$ cat src/rtl/gmii_tx_engine_if.sv
// Read port and pointer exchange between the TX frame buffer and the GMII transmit engine.
// The engine owns the read address and consumed pointer; the buffer side supplies data and the host write pointer.
interface gmii_tx_engine_if;
  logic [11:0] wr_ptr;
  logic [11:0] rd_addr;
  logic [15:0] rd_data;
  logic [11:0] rd_ptr;

  modport master (
    input  wr_ptr,
    input  rd_data,
    output rd_addr,
    output rd_ptr
  );

  modport slave (
    output wr_ptr,
    output rd_data,
    input  rd_addr,
    input  rd_ptr
  );
endinterface

$ cat src/rtl/gmii_tx_engine.sv
// Drains length-prefixed frames from a 4096x16 buffer onto GMII with preamble/SFD,
// zero padding to 60 bytes, CRC-32 FCS and a 12-cycle inter-frame gap.
module gmii_tx_engine (
  input  logic               sys_clk,
  input  logic               sys_rst,
  input  logic               tx_enable,
  gmii_tx_engine_if.master   buf_if,
  output logic [7:0]         gmii_txd,
  output logic               gmii_tx_en,
  output logic [15:0]        frame_cnt,
  output logic               err
);

  localparam logic [10:0] MAX_LEN   = 11'd1514;
  localparam logic [10:0] MIN_BYTES = 11'd60;
  localparam logic [10:0] PRE_BYTES = 11'd8;
  localparam logic [10:0] FCS_BYTES = 11'd4;
  localparam logic [10:0] IFG_CYC   = 11'd12;

  typedef enum logic [2:0] {
    S_IDLE,
    S_HDR,
    S_CHECK,
    S_PRE,
    S_DATA,
    S_PAD,
    S_FCS,
    S_IFG
  } state_t;

  state_t      state_reg, state_next;
  logic [7:0]  txd_reg, txd_next;
  logic        tx_en_reg, tx_en_next;
  logic [11:0] rd_addr_reg, rd_addr_next;
  logic [11:0] rd_ptr_reg, rd_ptr_next;
  logic [10:0] len_reg, len_next;
  logic [10:0] cnt_reg, cnt_next;
  logic [7:0]  low_byte_reg, low_byte_next;
  logic [31:0] crc_reg, crc_next;
  logic [15:0] frame_cnt_reg, frame_cnt_next;
  logic        err_reg, err_next;
  logic        fcs_start;

  logic [10:0] hdr_len;
  logic [11:0] avail;
  logic [11:0] need_words;
  logic [11:0] next_hdr;
  logic [31:0] crc_folded;
  logic [7:0]  fcs_byte;

  // One byte through the reflected CRC-32 (poly 0xEDB88320), LSB first.
  function automatic logic [31:0] crc_byte(input logic [31:0] crc_in, input logic [7:0] data_in);
    logic [31:0] c;
    c = crc_in ^ {24'h000000, data_in};
    for (int i = 0; i < 8; i++) begin
      c = c[0] ? ({1'b0, c[31:1]} ^ 32'hEDB88320) : {1'b0, c[31:1]};
    end
    return c;
  endfunction

  assign hdr_len    = buf_if.rd_data[10:0];
  assign avail      = buf_if.wr_ptr - rd_ptr_reg;
  assign need_words = 12'd1 + (({1'b0, hdr_len} + 12'd1) >> 1);
  assign next_hdr   = rd_ptr_reg + 12'd1 + (({1'b0, len_reg} + 12'd1) >> 1);

  // The CRC trails the wire by one byte: it folds in the payload byte currently on gmii_txd.
  assign crc_folded = crc_byte(crc_reg, txd_reg);

  always_comb begin
    fcs_byte = 8'h00;
    case (cnt_reg[1:0])
      2'd1:    fcs_byte = crc_reg[15:8];
      2'd2:    fcs_byte = crc_reg[23:16];
      2'd3:    fcs_byte = crc_reg[31:24];
      default: fcs_byte = crc_reg[7:0];
    endcase
  end

  // Next-state logic computes the byte for the following cycle so the wire outputs stay registered.
  always_comb begin
    state_next     = state_reg;
    txd_next       = 8'h00;
    tx_en_next     = 1'b0;
    rd_addr_next   = rd_addr_reg;
    rd_ptr_next    = rd_ptr_reg;
    len_next       = len_reg;
    cnt_next       = cnt_reg;
    low_byte_next  = low_byte_reg;
    crc_next       = crc_reg;
    frame_cnt_next = frame_cnt_reg;
    err_next       = err_reg;
    fcs_start      = 1'b0;

    case (state_reg)
      S_IDLE: begin
        if (tx_enable && (avail != 12'd0)) begin
          rd_addr_next = rd_ptr_reg;
          state_next   = S_HDR;
        end
      end

      S_HDR: begin
        state_next = S_CHECK;
      end

      S_CHECK: begin
        len_next = hdr_len;
        if ((hdr_len == 11'd0) || (hdr_len > MAX_LEN)) begin
          err_next    = 1'b1;
          rd_ptr_next = buf_if.wr_ptr;
          state_next  = S_IDLE;
        end else if (avail >= need_words) begin
          state_next   = S_PRE;
          txd_next     = 8'h55;
          tx_en_next   = 1'b1;
          cnt_next     = 11'd1;
          rd_addr_next = rd_ptr_reg + 12'd1;
          crc_next     = 32'hFFFFFFFF;
        end
      end

      S_PRE: begin
        tx_en_next = 1'b1;
        if (cnt_reg == PRE_BYTES) begin
          state_next    = S_DATA;
          txd_next      = buf_if.rd_data[15:8];
          low_byte_next = buf_if.rd_data[7:0];
          rd_addr_next  = rd_addr_reg + 12'd1;
          cnt_next      = 11'd1;
        end else begin
          txd_next = (cnt_reg == PRE_BYTES - 11'd1) ? 8'hD5 : 8'h55;
          cnt_next = cnt_reg + 11'd1;
        end
      end

      S_DATA: begin
        tx_en_next = 1'b1;
        crc_next   = crc_folded;
        if (cnt_reg < len_reg) begin
          cnt_next = cnt_reg + 11'd1;
          // Even byte index starts a new word; its low half is parked for the next cycle.
          if (!cnt_reg[0]) begin
            txd_next      = buf_if.rd_data[15:8];
            low_byte_next = buf_if.rd_data[7:0];
            rd_addr_next  = rd_addr_reg + 12'd1;
          end else begin
            txd_next = low_byte_reg;
          end
        end else if (cnt_reg < MIN_BYTES) begin
          state_next = S_PAD;
          cnt_next   = cnt_reg + 11'd1;
        end else begin
          fcs_start = 1'b1;
        end
      end

      S_PAD: begin
        tx_en_next = 1'b1;
        crc_next   = crc_folded;
        if (cnt_reg < MIN_BYTES) begin
          cnt_next = cnt_reg + 11'd1;
        end else begin
          fcs_start = 1'b1;
        end
      end

      S_FCS: begin
        if (cnt_reg == FCS_BYTES) begin
          state_next = S_IFG;
          cnt_next   = 11'd1;
        end else begin
          tx_en_next = 1'b1;
          txd_next   = ~fcs_byte;
          cnt_next   = cnt_reg + 11'd1;
        end
      end

      S_IFG: begin
        if (cnt_reg == IFG_CYC) begin
          state_next = S_IDLE;
        end else begin
          cnt_next = cnt_reg + 11'd1;
        end
      end

      default: begin
        state_next = S_IDLE;
      end
    endcase

    // crc_next already holds the final folded CRC; emit its complement, low byte first.
    if (fcs_start) begin
      state_next     = S_FCS;
      txd_next       = ~crc_folded[7:0];
      tx_en_next     = 1'b1;
      cnt_next       = 11'd1;
      rd_ptr_next    = next_hdr;
      frame_cnt_next = frame_cnt_reg + 16'd1;
    end
  end

  always_ff @(posedge sys_clk) begin
    if (sys_rst) begin
      state_reg     <= S_IDLE;
      txd_reg       <= 8'h00;
      tx_en_reg     <= 1'b0;
      rd_addr_reg   <= 12'd0;
      rd_ptr_reg    <= 12'd0;
      len_reg       <= 11'd0;
      cnt_reg       <= 11'd0;
      low_byte_reg  <= 8'h00;
      crc_reg       <= 32'hFFFFFFFF;
      frame_cnt_reg <= 16'd0;
      err_reg       <= 1'b0;
    end else begin
      state_reg     <= state_next;
      txd_reg       <= txd_next;
      tx_en_reg     <= tx_en_next;
      rd_addr_reg   <= rd_addr_next;
      rd_ptr_reg    <= rd_ptr_next;
      len_reg       <= len_next;
      cnt_reg       <= cnt_next;
      low_byte_reg  <= low_byte_next;
      crc_reg       <= crc_next;
      frame_cnt_reg <= frame_cnt_next;
      err_reg       <= err_next;
    end
  end

  assign gmii_txd       = txd_reg;
  assign gmii_tx_en     = tx_en_reg;
  assign buf_if.rd_addr = rd_addr_reg;
  assign buf_if.rd_ptr  = rd_ptr_reg;
  assign frame_cnt      = frame_cnt_reg;
  assign err            = err_reg;

endmodule

$ cat src/flat_wrapper.sv
// flat-port wrapper written by rule: the top's interface ports become plain ports
module gmii_tx_engine_flat 
  (sys_clk, sys_rst, tx_enable, gmii_txd, gmii_tx_en, frame_cnt, err, buf_if_wr_ptr, buf_if_rd_data, buf_if_rd_addr, buf_if_rd_ptr);
  gmii_tx_engine_if buf_if_i ();
  input  logic sys_clk;
  input  logic sys_rst;
  input  logic tx_enable;
  output logic [7:0] gmii_txd;
  output logic gmii_tx_en;
  output logic [15:0] frame_cnt;
  output logic err;
  input wire logic [$bits(buf_if_i.wr_ptr)-1:0] buf_if_wr_ptr;
  input wire logic [$bits(buf_if_i.rd_data)-1:0] buf_if_rd_data;
  output wire logic [$bits(buf_if_i.rd_addr)-1:0] buf_if_rd_addr;
  output wire logic [$bits(buf_if_i.rd_ptr)-1:0] buf_if_rd_ptr;
  assign buf_if_i.wr_ptr = buf_if_wr_ptr;
  assign buf_if_i.rd_data = buf_if_rd_data;
  assign buf_if_rd_addr = buf_if_i.rd_addr;
  assign buf_if_rd_ptr = buf_if_i.rd_ptr;
  gmii_tx_engine u_core (.sys_clk(sys_clk), .sys_rst(sys_rst), .tx_enable(tx_enable), .buf_if(buf_if_i), .gmii_txd(gmii_txd), .gmii_tx_en(gmii_tx_en), .frame_cnt(frame_cnt), .err(err));
endmodule
$ cat config.mk
export PLATFORM = sky130hd
export DESIGN_NAME = gmii_tx_engine_flat
export DESIGN_NICKNAME = d
export VERILOG_FILES = /design/src/rtl/gmii_tx_engine_if.sv /design/src/rtl/gmii_tx_engine.sv /design/src/flat_wrapper.sv
export SDC_FILE = /design/constraint.sdc
export NUM_CORES = 1
export LEC_CHECK = 0
export ABC_AREA = 1
export ABC_CLOCK_PERIOD_IN_PS = 7100
export BUFFER_PORTS_ARGS = -buffer_cell sky130_fd_sc_hd__buf_2
export CAP_MARGIN = 0
export CELL_PAD_IN_SITES_DETAIL_PLACEMENT = 0
export CELL_PAD_IN_SITES_GLOBAL_PLACEMENT = 2
export CORE_MARGIN = 1
export CORE_UTILIZATION = 36
export CTS_CLUSTER_SIZE = 10
export DETAILED_ROUTE_END_ITERATION = 16
export PLACE_DENSITY = 0.83
export SETUP_SLACK_MARGIN = 0.05
export SKIP_CTS_REPAIR_TIMING = 1
export SYNTH_ARGS = -nofsm -noshare
export SYNTH_HDL_FRONTEND = slang
export SYNTH_SLANG_ARGS = --single-unit
$ cat constraint.sdc
create_clock -name sys_clk -period 7.1 [get_ports sys_clk]
set_input_delay 1.775 -clock sys_clk [delete_from_list [all_inputs] [get_ports sys_clk]]
set_output_delay 1.775 -clock sys_clk [all_outputs]
set_load 0.005 [all_outputs]
==> run summary, run 1 <==
Crit Reg-Reg Startpoint - u_core.buf_if.rd_ptr[2]$_SDFFE_PP0P_
die outline area - 27500 um2
mux share of post-synthesis cell area - 0
Initial Util - 0.369
Critical Path RT - 7.41 ns
CP cell instances - buf_2 -> ha_1 -> xor2_1 -> ha_1 -> nand2_1 -> nor2_1 -> nand3_1 -> nor2_1 -> nand2_1 -> xor2_1 -> ha_1 -> nand4_1 -> a21oi_1 -> nor2_1 -> a21boi_0 -> nor2_2 -> inv_1 -> nand2_2 -> inv_1 -> a21oi_1 -> nand2_1
fmax - 194 MHz
GPL Wtd Cong - 0.836
asr flop ratio synth - 0
GRT met3 Usage - 0.0367
cell row count - 59
Hold Crit Depth - 2
Worst path slowest cell - nand2_2
fin. max-slew vios - 0
Post-synth EDFFs - 0
Slew @ Worst Pin - 0.919 ns
worst rel slew slack - 0.386
clk_skew - 0.0153 ns
Reg2Reg Depth - 22
core area - 26200 um2
Worst Hold Class - reg2reg
DRC - 2
WL per Instance - 16.4 um
met1 GRT Util - 0.308
GR Overflow Total - 0
Via Count - 9908
main combinational cell family by area after synthesis - simple AND/OR/NAND/NOR gates
vias in the first global route - 9429
CP Max Fanout - 42
GRT busiest layer - met2
Syn Nets - 1639
H-tree Lvls - 4
Synth Area in XOR/XNOR - 0.0972
share of post-route cells with drive strength above 1 - 0.0980
post-synthesis adder-cell area fraction - 0.0778
Final setup viols - 0
Post-DRT Antenna Nets - 0
Seq/Total Area, Yosys - 0.238
antenna violations before repair - 1
Max Buffers Root-to-Sink - 2
first-pass GRT wire length - 51.7 mm
max_cap viols - 0
ys flop type - dfxtp_1
simple logic cell fraction of the synthesized area - 0.337
met2 usage - 0.409
min-delay src - u_core.crc_reg[20]$_SDFFE_PP1P_
DP HPWL - 24.4 mm
Leak - 5.28 nW
max reg flops - 32
Synth cell types - 50
final hold vios - 0
CP Capture Type - flip-flop
clock slew at reported path FFs - 0.06 ns
layout net count - 1699
Setup TNS - 0 ns
crit-path max cell delay - 0.58 ns
Die Width - 166 um
Total Routing Usage GR - 0.236
Yosys reg bits - 115
Mapped Cells - 1549
Reg-to-Reg End - u_core.crc_reg[18]$_SDFFE_PP1P_
violations in the final reports - design-rule violations
critical path arrival - 5.47 ns
Synth Area per Inst - 6.25 um2
Compound-Gate Fraction of Synth Area - 0.146
clk sinks - 115
overall power - 4.47 mW
CTS tree - built
RSZ-0062 raised after global routing - no
cell area after synthesis - 9680 um2
clock period minus worst slack - 5.16 ns
cts bufs inserted - 17
startpoint types - primary input
power per cell area - 407 nW/um2
Total Wirelength - 32.0 mm
CP Class - in2reg
WHS Endpoint - u_core.crc_reg[20]$_SDFFE_PP1P_
Ys Warns - 0
Root Driver - clkbuf_16
Die Y - 166 um
Reg2Reg Setup Slack - 2.91 ns
Initial DRT Pass Iterations - 12
Max rail drop VDD - 0.000184 V
outcome - finished, violations left
I/O Buffers - 80
drt via density - 5.06
largest net degree at the start of global routing - 45
io pins - 81
First DRT Iteration DRCs - 570
final worst-path cycle share - 0.726
clock latency on the worst-skew pair - 0.43 ns
area grow syn2layout - 13.5%
## through the flow
step                 util  area, um2  hold WS, ns  worst slack [ns]  cells
finish              0.419      11000        0.492              1.94   1958
global route        0.419      11000        0.521              1.47   1957
CTS                 0.419      11000        0.494              1.96   1957
detailed placement  0.394      10300        0.475              1.54   1925
global placement    0.394      10300        0.459              1.57   1925
floorplan               -       9680        0.446              2.65   1549
## report_power, final
group | switching, mW | internal (mW)
Clock | 0.379 | 0.599
Combinational | 1.63 | 0.846
Sequential | 0.186 | 0.823
Total | 2.20 | 2.27
## critical path: cells and delay by family
| kind | cells | cell delay [ns] |
|---|---|---|
| fa+ha+maj | 3 | 0.71 |
| buf+inv | 3 | 0.53 |
| compound gates | 3 | 0.50 |
| simple gates | 10 | 1.60 |
| xor+xnor | 2 | 0.34 |
## kinds of logic after synthesis
kind of cell             after synthesis
flip-flops                           115
AO/OA/AOI/OAI                        253
adder cells (fa/ha/maj)               59
AND/OR/NAND/NOR                      762
XOR/XNOR                             101
other                                  1
buffers and inverters                258
## worst max path at each step
| stage | start | to | cells after the start |
|---|---|---|---|
| final | buf_if_rd_data[0] | u_core.crc_reg[18]$_SDFFE_PP1P_ | 21 |
| after global routing | buf_if_rd_data[1] | u_core.crc_reg[18]$_SDFFE_PP1P_ | 22 |
| after CTS | buf_if_rd_data[0] | u_core.crc_reg[18]$_SDFFE_PP1P_ | 21 |
| after detailed placement | buf_if_rd_data[0] | u_core.crc_reg[18]$_SDFFE_PP1P_ | 21 |
| after global placement | buf_if_rd_data[0] | u_core.crc_reg[18]$_SDFFE_PP1P_ | 21 |
| after floorplan | buf_if_rd_data[2] | u_core.crc_reg[0]$_SDFFE_PP1P_ | 20 |
## cell usage in the layout, fill, tap and decap left out, types with 3 or more instances in the layout
master / Yosys / final
clkbuf_16: 0 / 17
o21ai_0: 94 / 94
a221oi_1: 4 / 4
nand2_2: 5 / 5
ha_1: 57 / 57
o22ai_1: 22 / 22
bufinv_16: 0 / 4
a31oi_1: 11 / 11
inv_2: 4 / 5
o211ai_1: 12 / 12
or2_2: 9 / 9
nor2_2: 7 / 7
inv_1: 207 / 206
xor2_2: 3 / 3
clkinv_4: 0 / 3
inv_6: 0 / 4
nand4_1: 32 / 32
a41oi_1: 5 / 5
nand3_1: 115 / 115
nor3_1: 25 / 25
nand2_1: 402 / 402
xor2_1: 66 / 66
dfxtp_1: 115 / 115
a21oi_1: 93 / 93
buf_4: 1 / 6
nor2_1: 143 / 143
xnor2_1: 29 / 29
nor4_1: 13 / 13
buf_2: 17 / 80
## cell usage after synthesis (3+ instances only)
master    number  area [um2]
xnor2_1       29         254
a31oi_1       11        68.8
nor3_1        25         125
o22ai_1       22         138
ha_1          57         713
nor4_1        13        81.3
xor2_2         3        48.8
o21ai_0       94         470
nand2_2        5        31.3
a221oi_1       4        35.0
buf_2         17        85.1
a41oi_1        5        43.8
o211ai_1      12        90.1
nand3_1      115         576
or2_2          9        56.3
nand4_1       32         200
dfxtp_1      115        2300
a21oi_1       93         465
clkbuf_1      22        82.6
nor2_1       143         537
nand2_1      402        1510
nor2_2         7        43.8
xor2_1        66         578
inv_2          4        15.0
inv_1        207         777
## area by class of cell
cell class / instances / area [um2]
Tap cell: 335 / 419
Multi-Input combinational cell: 1176 / 6370
Antenna cell: 1 / 2.50
Inverter: 213 / 800
Clock buffer: 17 / 425
Clock inverter: 15 / 219
Sequential cell: 115 / 2300
Timing Repair Buffer: 86 / 445
Fill cell: 2854 / 15200
## per-layer routing
layer / up-vias / share of wire / wire [um]
met1: 4537 / 0.48 / 15300
met4: 0 / 0.0083 / 265
li1: 5167 / - / -
met3: 19 / 0.039 / 1250
met2: 185 / 0.48 / 15200
met5: - / 0 / 0
(Power assumes the default switching activity.)
==> run 2, diff against run 1 <==
- ABC_AREA: 1 -> 0
- ABC_CLOCK_PERIOD_IN_PS: 7100 -> 5300
- PLACE_DENSITY: 0.83 -> 0.78
- clock period: 7.1 -> 5.3 ns (I/O delays scaled with it)
==> run summary, run 2 <==
Yosys reg bits - 115
Critical Path RT - 5.64 ns
Setup TNS - 0 ns
vias in the first global route - 8144
GPL Wtd Cong - 0.857
drt via density - 5.53
Root Driver - clkbuf_16
H-tree Lvls - 4
asr flop ratio synth - 0
Worst Hold Class - reg2reg
clock period minus worst slack - 4.76 ns
Layout Utilization - 0.432
critical path arrival - 5.10 ns
first-pass GRT wire length - 46.2 mm
clock latency on the worst-skew pair - 0.43 ns
top-count cell post-synth - dfxtp_1
Crit Reg-Reg Startpoint - u_core.buf_if.rd_ptr[2]$_SDFFE_PP0P_
core area - 23800 um2
cts bufs inserted - 17
Diodes inserted - 0
Area contributors post-synth - dfxtp_1 (26%), xnor2_1 (9.4%), ha_1 (8.1%)
First DRT Iteration DRCs - 709
overall power - 2.34 mW
clk_skew - 0.0114 ns
Post-DRT Antenna Nets - 0
DP HPWL - 21.8 mm
share of post-route cells with drive strength above 1 - 0.143
Ys Warns - 0
Syn Nets - 1236
# fillers - 2448
io pins - 81
final hold vios - 0
startpoint types - primary input
commonest non-fill, non-tap cell in the layout - dfxtp_1
max reg flops - 32
I/O Buffers - 80
Post-synth EDFFs - 0
post-synth top area share - 0.261
cell row count - 56
Final setup viols - 0
Critical Path Sink - u_core.cnt_reg[7]$_SDFFE_PP0P_
Reg2Reg Depth - 17
area grow syn2layout - 16.4%
most frequent cells in the layout - dfxtp_1 (115), nand2_1 (112), xnor2_1 (95), nor2_1 (86), a21oi_1 (82)
CP Capture Type - flip-flop
fin. max-slew vios - 0
Synth area leader - dfxtp_1
RSZ-0062 raised after global routing - no
CP Max Fanout - 11
largest net degree at the start of global routing - 67
max_cap viols - 0
worst hold slack - 0.470 ns
critical path startpoint - buf_if_wr_ptr[0]
Reg2Reg Setup Slack - 0.88 ns
clock slew at reported path FFs - 0.07 ns
Mapped Cells - 1146
final worst-path cycle share - 0.899
Reg-to-Reg End - u_core.buf_if.rd_addr[1]$_SDFFE_PP0P_
power per cell area - 228 nW/um2
ys flop type - dfxtp_1
Total Routing Usage GR - 0.242
WL per Instance - 18.9 um
fmax - 210 MHz
Slew @ Worst Pin - 0.939 ns
Total Wirelength - 29.3 mm
GR Overflow Total - 0
Seq/Total Area, Yosys - 0.261
worst rel slew slack - 0.369
die outline area - 25100 um2
antenna violations before repair - 1
top post-synthesis cells by count - dfxtp_1 (115), nand2_1 (112), xnor2_1 (95)
layout net count - 1312
Die Y - 158 um
clk sinks - 115
Synth cell types - 74
Initial DRT Pass Iterations - 7
cell area after synthesis - 8810 um2
DRC - 0
CP Class - in2reg
Initial Util - 0.371
Via Count - 8590
outcome - finished clean
CTS tree - built
Die Width - 158 um
Max rail drop VDD - 0.000158 V
Max Buffers Root-to-Sink - 2
Synth Area per Inst - 7.69 um2
Leak - 3.86 nW
[run 2: changes by cell type in the layout (fill, tap and decap cells not counted), moves of 18 or more]
cell	previous run	this run
nor2_1	143	86
o21ai_0	94	37
nand3_1	115	48
inv_1	206	54
nand2b_1	0	43
buf_4	6	39
xnor2_1	29	95
nand2_1	402	112
xor2_1	66	43
o22ai_1	22	40
[run 2: cells by family (layout without fill, tap and decap cells)]
| group | Yosys count | in the layout | share of synthesized area |
|---|---|---|---|
| AND/OR/NAND/NOR | 400 | 400 | 0.220 |
| AO/OA/AOI/OAI | 306 | 306 | 0.233 |
| XOR/XNOR | 138 | 138 | 0.137 |
| buffers and inverters | 118 | 207 | 0.0514 |
| flip-flops | 115 | 115 | 0.261 |
| adder cells (fa/ha/maj) | 59 | 59 | 0.0855 |
| multiplexers | 9 | 9 | 0.0116 |
| other | 1 | 1 | 0.000425 |
[run 2: worst max-delay path, stage by stage]
cell and delay, ns:
buf_2 0.10, inv_1 0.04, ha_1 0.14, inv_1 0.05
fa_1 0.38, a21o_1 0.20, a221oi_2 0.28, nor4_1 0.11
or4_4 0.50, nand2_1 0.10, inv_1 0.05, ha_1 0.20
nor3_1 0.16, o21ai_0 0.11, o32a_1 0.34, buf_4 0.17
o21a_1 0.17, o21ai_0 0.15, buf_4 0.21, a211oi_1 0.06
a211oi_1 0.24
[run 2: per-layer routing]
metal,part of all wire,wire length (um),track usage,vias to the layer above
met5,0,0,0,-
met4,0.016,462,0.0673,0
met3,0.047,1390,0.0343,30
met2,0.42,12200,0.350,221
met1,0.52,15300,0.365,4056
li1,-,-,-,4283
[run 2: final cells by class]
cell class	instances	area [um2]	area share
flip-flops and latches	115	2300	0.224
inverters	55	206	0.0201
repair buffers	120	728	0.0709
well taps	319	399	0.0389
clock buffers	17	425	0.0414
multi-input cells	913	6080	0.592
clock inverters	15	124	0.0121
[run 2: power breakdown]
part	leakage (nW)	internal, mW	switching (mW)	total (mW)
Combinational	2.67	0.139	0.208	0.347
Clock	0.261	0.611	0.500	1.11
Sequential	0.928	0.871	0.0116	0.882
Total	3.86	1.62	0.720	2.34
[run 2: per-stage QoR]
stage | std cells | area, um2 | worst slack (ns)
final | 1554 | 10300 | 0.536
after global routing | 1554 | 10300 | 0.215
after CTS | 1554 | 10300 | 0.544
after detailed placement | 1522 | 9710 | 0.124
after global placement | 1522 | 9710 | 0.214
after floorplan | 1146 | 8810 | 0.391
[run 2: worst min path at each step]
| stage | start | end | slack, ns | cells after the start |
|---|---|---|---|---|
| final | u_core.low_byte_reg[4]$_SDFFE_PP0P_ | u_core.low_byte_reg[4]$_SDFFE_PP0P_ | 0.47 | 2 |
| after global placement | u_core.err$_SDFFE_PP0P_ | u_core.err$_SDFFE_PP0P_ | 0.46 | 2 |
| after floorplan | u_core.low_byte_reg[0]$_SDFFE_PP0P_ | u_core.low_byte_reg[0]$_SDFFE_PP0P_ | 0.43 | 2 |
| after detailed placement | u_core.low_byte_reg[4]$_SDFFE_PP0P_ | u_core.low_byte_reg[4]$_SDFFE_PP0P_ | 0.46 | 2 |
| after CTS | u_core.low_byte_reg[4]$_SDFFE_PP0P_ | u_core.low_byte_reg[4]$_SDFFE_PP0P_ | 0.47 | 2 |
| after global routing | u_core.low_byte_reg[4]$_SDFFE_PP0P_ | u_core.low_byte_reg[4]$_SDFFE_PP0P_ | 0.49 | 2 |
